[config.mk]
export PLATFORM = sky130hd
export DESIGN_NAME = alu_mc
export DESIGN_NICKNAME = d
export VERILOG_FILES = /design/src/rtl/alu_pkg.sv /design/src/rtl/alu_muldiv_iter.sv /design/src/rtl/alu_mc.sv
export SDC_FILE = /design/constraint.sdc
export NUM_CORES = 2
export LEC_CHECK = 0
export BUFFER_PORTS_ARGS = -buffer_cell sky130_fd_sc_hd__buf_2
export CAP_MARGIN = 20
export CORE_ASPECT_RATIO = 0.6
export CORE_MARGIN = 1.5
export CORE_UTILIZATION = 30
export DETAILED_ROUTE_END_ITERATION = 7
export GPL_TIMING_DRIVEN = 0
export PLACE_DENSITY = 0.53
export SLEW_MARGIN = 20
export SYNTH_ARGS = -nofsm -noshare
export SYNTH_HDL_FRONTEND = slang
export SYNTH_SLANG_ARGS = --single-unit
[constraint.sdc]
create_clock -name clk -period 9 [get_ports clk]
set_clock_uncertainty 0.15 [all_clocks]
set_input_delay 1.35 -clock clk [delete_from_list [all_inputs] [get_ports clk]]
set_output_delay 1.35 -clock clk [all_outputs]
set_load 0.01 [all_outputs]
[src/rtl/alu_pkg.sv]
// Op codes, FSM states and op-class helpers shared by the multi-cycle ALU.
package alu_pkg;

  typedef enum logic [4:0] {
    OP_AND   = 5'b00000,
    OP_OR    = 5'b00001,
    OP_ADD   = 5'b00010,
    OP_SUB   = 5'b00011,
    OP_XOR   = 5'b00100,
    OP_SLL   = 5'b00101,
    OP_SRA   = 5'b00110,
    OP_SLT   = 5'b00111,
    OP_EQ    = 5'b01000,
    OP_SRL   = 5'b01001,
    OP_SLTU  = 5'b01010,
    OP_MUL   = 5'b10000,
    OP_MULH  = 5'b10001,
    OP_MULHU = 5'b10010,
    OP_DIV   = 5'b10100,
    OP_DIVU  = 5'b10101,
    OP_REM   = 5'b10110,
    OP_REMU  = 5'b10111
  } alu_op_e;

  typedef enum logic [1:0] {IDLE, ITER, DONE} state_e;

  function automatic logic is_muldiv(input logic [4:0] op);
    return (op[4:3] == 2'b10) && (op[2:0] != 3'b011);
  endfunction

  function automatic logic is_signed_op(input logic [4:0] op);
    return (op == OP_MULH) || (op == OP_DIV) || (op == OP_REM);
  endfunction

  function automatic logic is_div_op(input logic [4:0] op);
    return op[4:2] == 3'b101;
  endfunction

endpackage

[src/rtl/alu_muldiv_iter.sv]
// Unsigned radix-2 shift-add multiplier / restoring divider on magnitudes.
// First step is taken on the start edge, so done rises DATA_WIDTH-1 cycles after start.
module alu_muldiv_iter #(
  parameter int W = 32
) (
  input  logic         clk,
  input  logic         reset,
  input  logic         start,
  input  logic         is_div,
  input  logic [W-1:0] a,
  input  logic [W-1:0] b,
  output logic         done,
  output logic [W-1:0] hi,
  output logic [W-1:0] lo
);
  import alu_pkg::*;

  localparam int CW = $clog2(W);

  logic [CW-1:0] count;
  logic          div_q;
  logic [W-1:0]  opnd_q;
  logic          mode;
  logic [W-1:0]  opnd, cur_hi, cur_lo, hi_nxt, lo_nxt;
  logic [W:0]    sum, rem_sh, diff;

  // mul: lo holds the multiplier, product shifts in from the top.
  // div: lo holds the dividend, quotient bits shift in from the bottom.
  always_comb begin
    mode   = start ? is_div : div_q;
    opnd   = start ? (is_div ? b : a) : opnd_q;
    cur_hi = start ? '0 : hi;
    cur_lo = start ? (is_div ? a : b) : lo;
    sum    = {1'b0, cur_hi} + (cur_lo[0] ? {1'b0, opnd} : '0);
    rem_sh = {cur_hi, cur_lo[W-1]};
    diff   = rem_sh - {1'b0, opnd};
    if (mode) begin
      if (diff[W]) begin
        hi_nxt = rem_sh[W-1:0];
        lo_nxt = {cur_lo[W-2:0], 1'b0};
      end else begin
        hi_nxt = diff[W-1:0];
        lo_nxt = {cur_lo[W-2:0], 1'b1};
      end
    end else begin
      hi_nxt = sum[W:1];
      lo_nxt = {sum[0], cur_lo[W-1:1]};
    end
  end

  always_ff @(posedge clk) begin
    if (reset) begin
      count  <= '0;
      hi     <= '0;
      lo     <= '0;
      div_q  <= 1'b0;
      opnd_q <= '0;
    end else if (start) begin
      count  <= CW'(W - 1);
      hi     <= hi_nxt;
      lo     <= lo_nxt;
      div_q  <= is_div;
      opnd_q <= opnd;
    end else if (count != '0) begin
      count <= count - CW'(1);
      hi    <= hi_nxt;
      lo    <= lo_nxt;
    end
  end

  assign done = (count == '0);

endmodule

[src/rtl/alu_mc.sv]
// Multi-cycle ALU: simple ops in 1 cycle, mul/div in DATA_WIDTH+1 cycles.
// Result is held in DONE until out_ready; flush/reset abort any op.
module alu_mc
  import alu_pkg::*;
#(
  parameter int DATA_WIDTH    = 32,
  parameter int OPCODE_LENGTH = 5
) (
  input  logic                     clk,
  input  logic                     reset,
  input  logic                     in_valid,
  output logic                     in_ready,
  input  logic [DATA_WIDTH-1:0]    SrcA,
  input  logic [DATA_WIDTH-1:0]    SrcB,
  input  logic [OPCODE_LENGTH-1:0] Operation,
  input  logic                     flush,
  output logic                     out_valid,
  input  logic                     out_ready,
  output logic [DATA_WIDTH-1:0]    ALUResult,
  output logic                     busy
);
  localparam int W  = DATA_WIDTH;
  localparam int SW = $clog2(DATA_WIDTH);
  localparam logic [W-1:0] MIN = {1'b1, {(W-1){1'b0}}};

  state_e        state, state_nxt;
  logic [4:0]    op, op_q;
  logic          neg_q, neg_d, accept, start, load_res, core_done;
  logic          div_zero, div_ovf;
  logic [SW-1:0] shamt;
  logic [W-1:0]  a_mag, b_mag, core_hi, core_lo;
  logic [W-1:0]  simple_res, special_res, fixed_res, res_d;

  assign op    = Operation[4:0];
  assign shamt = SrcB[SW-1:0];

  always_comb begin
    simple_res = '0;
    case (op)
      OP_AND:  simple_res = SrcA & SrcB;
      OP_OR:   simple_res = SrcA | SrcB;
      OP_ADD:  simple_res = SrcA + SrcB;
      OP_SUB:  simple_res = SrcA - SrcB;
      OP_XOR:  simple_res = SrcA ^ SrcB;
      OP_SLL:  simple_res = SrcA << shamt;
      OP_SRA:  simple_res = W'($signed(SrcA) >>> shamt);
      OP_SLT:  simple_res = W'($signed(SrcA) < $signed(SrcB));
      OP_EQ:   simple_res = W'(SrcA == SrcB);
      OP_SRL:  simple_res = SrcA >> shamt;
      OP_SLTU: simple_res = W'(SrcA < SrcB);
      default: simple_res = '0;
    endcase
  end

  // Degenerate divides finish at accept instead of iterating.
  assign div_zero    = is_div_op(op) && (SrcB == '0);
  assign div_ovf     = is_div_op(op) && !op[0] && (SrcA == MIN) && (SrcB == '1);
  assign special_res = op[1] ? (div_zero ? SrcA : '0) : (div_zero ? '1 : MIN);

  assign a_mag = (is_signed_op(op) && SrcA[W-1]) ? -SrcA : SrcA;
  assign b_mag = (is_signed_op(op) && SrcB[W-1]) ? -SrcB : SrcB;
  assign neg_d = (op == OP_REM) ? SrcA[W-1]
               : (is_signed_op(op) && (SrcA[W-1] ^ SrcB[W-1]));

  alu_muldiv_iter #(.W(W)) u_iter (
    .clk    (clk),
    .reset  (reset),
    .start  (start),
    .is_div (op[2]),
    .a      (a_mag),
    .b      (b_mag),
    .done   (core_done),
    .hi     (core_hi),
    .lo     (core_lo)
  );

  // High half of the negated 2W product: ~hi plus the carry out of ~lo+1.
  always_comb begin
    fixed_res = '0;
    case (op_q)
      OP_MUL:           fixed_res = core_lo;
      OP_MULH:          fixed_res = neg_q ? (~core_hi + W'(core_lo == '0)) : core_hi;
      OP_MULHU:         fixed_res = core_hi;
      OP_DIV, OP_DIVU:  fixed_res = neg_q ? -core_lo : core_lo;
      OP_REM, OP_REMU:  fixed_res = neg_q ? -core_hi : core_hi;
      default:          fixed_res = '0;
    endcase
  end

  assign in_ready = !reset && !flush && ((state == IDLE) || (state == DONE && out_ready));
  assign accept   = in_valid && in_ready;

  always_comb begin
    state_nxt = state;
    start     = 1'b0;
    load_res  = 1'b0;
    res_d     = simple_res;
    case (state)
      ITER: if (core_done) begin
        state_nxt = DONE;
        load_res  = 1'b1;
        res_d     = fixed_res;
      end
      DONE: if (out_ready) state_nxt = IDLE;
      default: state_nxt = state;
    endcase
    if (accept) begin
      if (is_muldiv(op) && !div_zero && !div_ovf) begin
        state_nxt = ITER;
        start     = 1'b1;
      end else begin
        state_nxt = DONE;
        load_res  = 1'b1;
        res_d     = (div_zero || div_ovf) ? special_res : simple_res;
      end
    end
    if (reset || flush) begin
      state_nxt = IDLE;
      start     = 1'b0;
      load_res  = 1'b0;
    end
  end

  always_ff @(posedge clk) begin
    if (reset) state <= IDLE;
    else       state <= state_nxt;
  end

  always_ff @(posedge clk) begin
    if (reset) begin
      out_valid <= 1'b0;
      busy      <= 1'b0;
      ALUResult <= '0;
      op_q      <= '0;
      neg_q     <= 1'b0;
    end else begin
      out_valid <= (state_nxt == DONE);
      busy      <= (state_nxt == ITER);
      if (load_res) ALUResult <= res_d;
      if (start) begin
        op_q  <= op;
        neg_q <= neg_d;
      end
    end
  end

endmodule

==> summary.txt <==
Clock tree
  • Clock buffer depth: 2
  • Clock sink count: ~140
  • Total CTS buffers: 17
  • Clock Latency Late Sink: just over 0.5 ns
  • Clock-pin slew on the worst setup and hold paths: 0.08 ns
  • CTS tree: yes
  • H-tree depth: 4
  • Root Buffer: clkbuf_16
  • Post-CTS Hold Fix Bufs: 0

Drt
  • Metal2 WL: 61300 um
  • Drt first-iter violations: around 6700
  • DR WL/cell: between 30 and 40 um
  • Wl on met1: 85600 um
  • Drt total wl: ~190000 um
  • Top layer in use: met5
  • First-pass DRT Iterations: 8
  • Post-route ant nets: 0
  • WL met3: 36600 um
  • Vias per cell: roughly 6.8
  • Detailed-route via count: around 33000
  • Remaining DRCs: 17

Yosys
  • Post-Synthesis Cells: between 3000 and 4000
  • Register area share after synthesis: 0.119
  • Avg Cell Area, Syn: around 6.6 sq um
  • Syn_nets: between 3000 and 4000
  • Synthesized flop and latch total: 144
  • Asr flop ratio synth: 0
  • Compound-Gate Fraction of Synth Area: 0.362
  • Distinct cells, synth: a little over 100
  • Ys Warns: 0
  • Post-synthesis mux area share: 0.0535
  • Synth Flop Type: dfxtp_1
  • Synth Area in XOR/XNOR: 0.0656
  • Synth Area in Adders: 0.0892
  • Post-synth EDFFs: 0
  • Post-Synthesis Cell Area: between 0.02 and 0.025 sq mm
  • Largest family of logic cells by synthesized area: compound AO/OA/AOI/OAI gates
  • Post-Synth Simple-Gate Area: 0.240

GRT
  • Grt ovf: 0
  • Antenna violations before repair: 16
  • Vias in the first global route: ~28000
  • GRT Util Overall: 0.436
  • Pin count of the biggest net entering global routing: 18
  • First-pass GRT wire length: 248000 um

Layout
  • Fin util: 0.339
  • Layout Nets: 4039
  • Most frequent cells in the layout: nor2_1, a21oi_1, nand2_1
  • Commonest non-fill, non-tap cell in the layout: nor2_1
  • Fin area: about 0.027 sq mm
  • Area grow syn2layout: 11.7%
  • Ratio of cells with drive above 1 in the final layout: 0.0784

Pwr
  • Cell area power density: approximately 270 mW/mm^2
  • Leakage Power: between 10 and 15 nW
  • Peak supply drop: ~0.37 mV

Place
  • Gpl congestion: between 1 and 1.5
  • Area of placed instances: 0.0261 sq mm
  • Setup WS pre-CTS: -4.36 ns
  • Dpl hpwl: ~150000 um
  • I/O Buffers: approximately 110

Die
  • Die height: roughly 220 um
  • Die area: just over 0.08 sq mm
  • # IOs: 109
  • Initial core utilization: 0.303
  • Die Wd: 369 um
  • Core ar.: ~0.080 sq mm
  • Row cnt: 80

Setup path
  • Critical path class: in -> reg
  • CP arrival: approximately 9.5 ns
  • Critical R2R Launch: state[0]
  • Most Frequent Cell on Critical Path: a21o_1
  • Max stage delay cell, worst path: nor4_1
  • Reg-to-reg slack, setup: 0.82 ns
  • Worst Setup SP: SrcA[31]
  • CP Launch Type: input port
  • Worst R2R End: u_iter.hi[20]
  • Crit-path max cell delay: roughly 0.72 ns
  • Crit Path Max Fanout: 13
  • Critical path endpoint category: flop
  • R2R cell count: 24
  • Crit path required time: a little over 9 ns

Status
  • Failing checks: DRC, setup timing
  • Status: complete, but fails checks

Hold path
  • Hold path depth: 2
  • Hold_sp: ALUResult[8]
  • Worst Hold Path EP: ALUResult[8]
  • Tightest Hold Check Type: reg -> reg

Timing
  • Max-slew violation count: 0
  • Fmax: ~110 MHz
  • Slew HR: 0.0925
  • Final WS setup: -0.314 ns
  • Final cycle utilization of the critical path: 1.03
  • Final setup viols: 8
  • WHS: a little over 0.3 ns
  • Hold Violations, Final: 0
  • Worst-margin pin slew: approximately 1.4 ns
  • Min cycle time layout: a little over 9 ns

Job
  • Number of max-cap violations: 0
[cell families after synthesis]
logic type | Yosys count
muxes | 109
adders and majority gates | 172
AOI/OAI and AO/OA | 1369
DFF | 144
buffers and inverters | 444
xor gates and xnor gates | 179
and+or+nand+nor | 1247
[routing by layer]
metal  global-route usage  up-vias
li1                     -    13700
met1                0.662    16200
met2                0.488     2886
met3                0.268      231
met4               0.0785        6
met5                    0        -
[stage by stage]
step | instances | power (mW) | setup TNS (ns)
2_1_floorplan | 3664 | 3.86 | 0
3_3_place_gp | 4836 | 5.82 | -128.65
3_5_place_dp | 4847 | 5.79 | -126.67
4_1_cts | 4875 | 6.64 | 0
5_1_grt | 4878 | 7.27 | -0.00834
6_report | 4886 | 7.16 | -1.13
[worst max-delay path: cells and delay by family]
| family | cells | cell delay [ns] |
|---|---|---|
| and+or+nand+nor | 4 | 1.79 |
| buffers and inverters | 9 | 2.61 |
| xor gates and xnor gates | 1 | 0.28 |
| AOI/OAI and AO/OA | 14 | 3.05 |
| adders and majority gates | 1 | 0.32 |
[cells in the mapped netlist (29+ instances only)]
cell type | count | area (sq um)
xnor2_1 | 130 | 1140
xor2_1 | 47 | 412
buf_1 | 34 | 128
a31oi_1 | 50 | 313
o31ai_1 | 36 | 270
and2_1 | 45 | 282
nand4_1 | 29 | 181
clkbuf_1 | 261 | 980
mux2i_1 | 85 | 851
nor2_1 | 410 | 1540
a21o_1 | 62 | 465
inv_1 | 133 | 499
or3_1 | 35 | 219
o21ai_0 | 341 | 1710
a211oi_1 | 90 | 676
nand2_1 | 352 | 1320
a21oi_1 | 382 | 1910
o211ai_1 | 56 | 420
o21ai_1 | 30 | 150
nand3_1 | 87 | 435
ha_1 | 164 | 2050
nor2b_1 | 31 | 194
dfxtp_1 | 144 | 2880
o22ai_1 | 39 | 244
nor3_1 | 108 | 541
[how the worst max path moves through the flow]
stage                     to  slack [ns]  cells past startpoint
2_1_floorplan  u_iter.hi[21]        0.77                     32
3_3_place_gp   u_iter.hi[14]       -4.39                     31
3_5_place_dp   u_iter.hi[14]       -4.36                     31
4_1_cts        u_iter.hi[20]        0.02                     29
5_1_grt        u_iter.hi[22]      -0.008                     30
6_report       u_iter.hi[20]       -0.31                     29
[flip-flops by register name, summed over array words and instances, names as in the netlist]
name,count
out_valid,1
u_iter.count,5
u_iter.div_q,1
u_iter.opnd_q,32
ALUResult,32
u_iter.lo,32
u_iter.hi,32
state,2
op_q,5
neg_q,1
busy,1
[report_power, final]
part | switching [mW] | leakage, nW | internal [mW] | total [mW]
combinational | 3.76 | 8.91 | 1.56 | 5.32
clock | 0.397 | 0.286 | 0.372 | 0.769
sequential | 0.311 | 1.17 | 0.759 | 1.07
total | 4.47 | 10.4 | 2.69 | 7.16
[area by class of cell]
type	count	area [sq um]
buffer	298	1230
multi-input combinational	3076	19700
antenna	8	20.0
fill	8939	52600
timing repair buffer	124	663
clock buffer	17	425
sequential	144	2880
inverter	138	527
tap	1066	1330
clock inverter	15	163
[timing repair]
item | CTS | global route
pin swaps | 2 | 5
gates resized for setup | 47 | 23
setup buffers | 2 | 2
endpoints found under the setup margin | 33 | 33
Note: power is estimated with default switching activity, not from simulation.
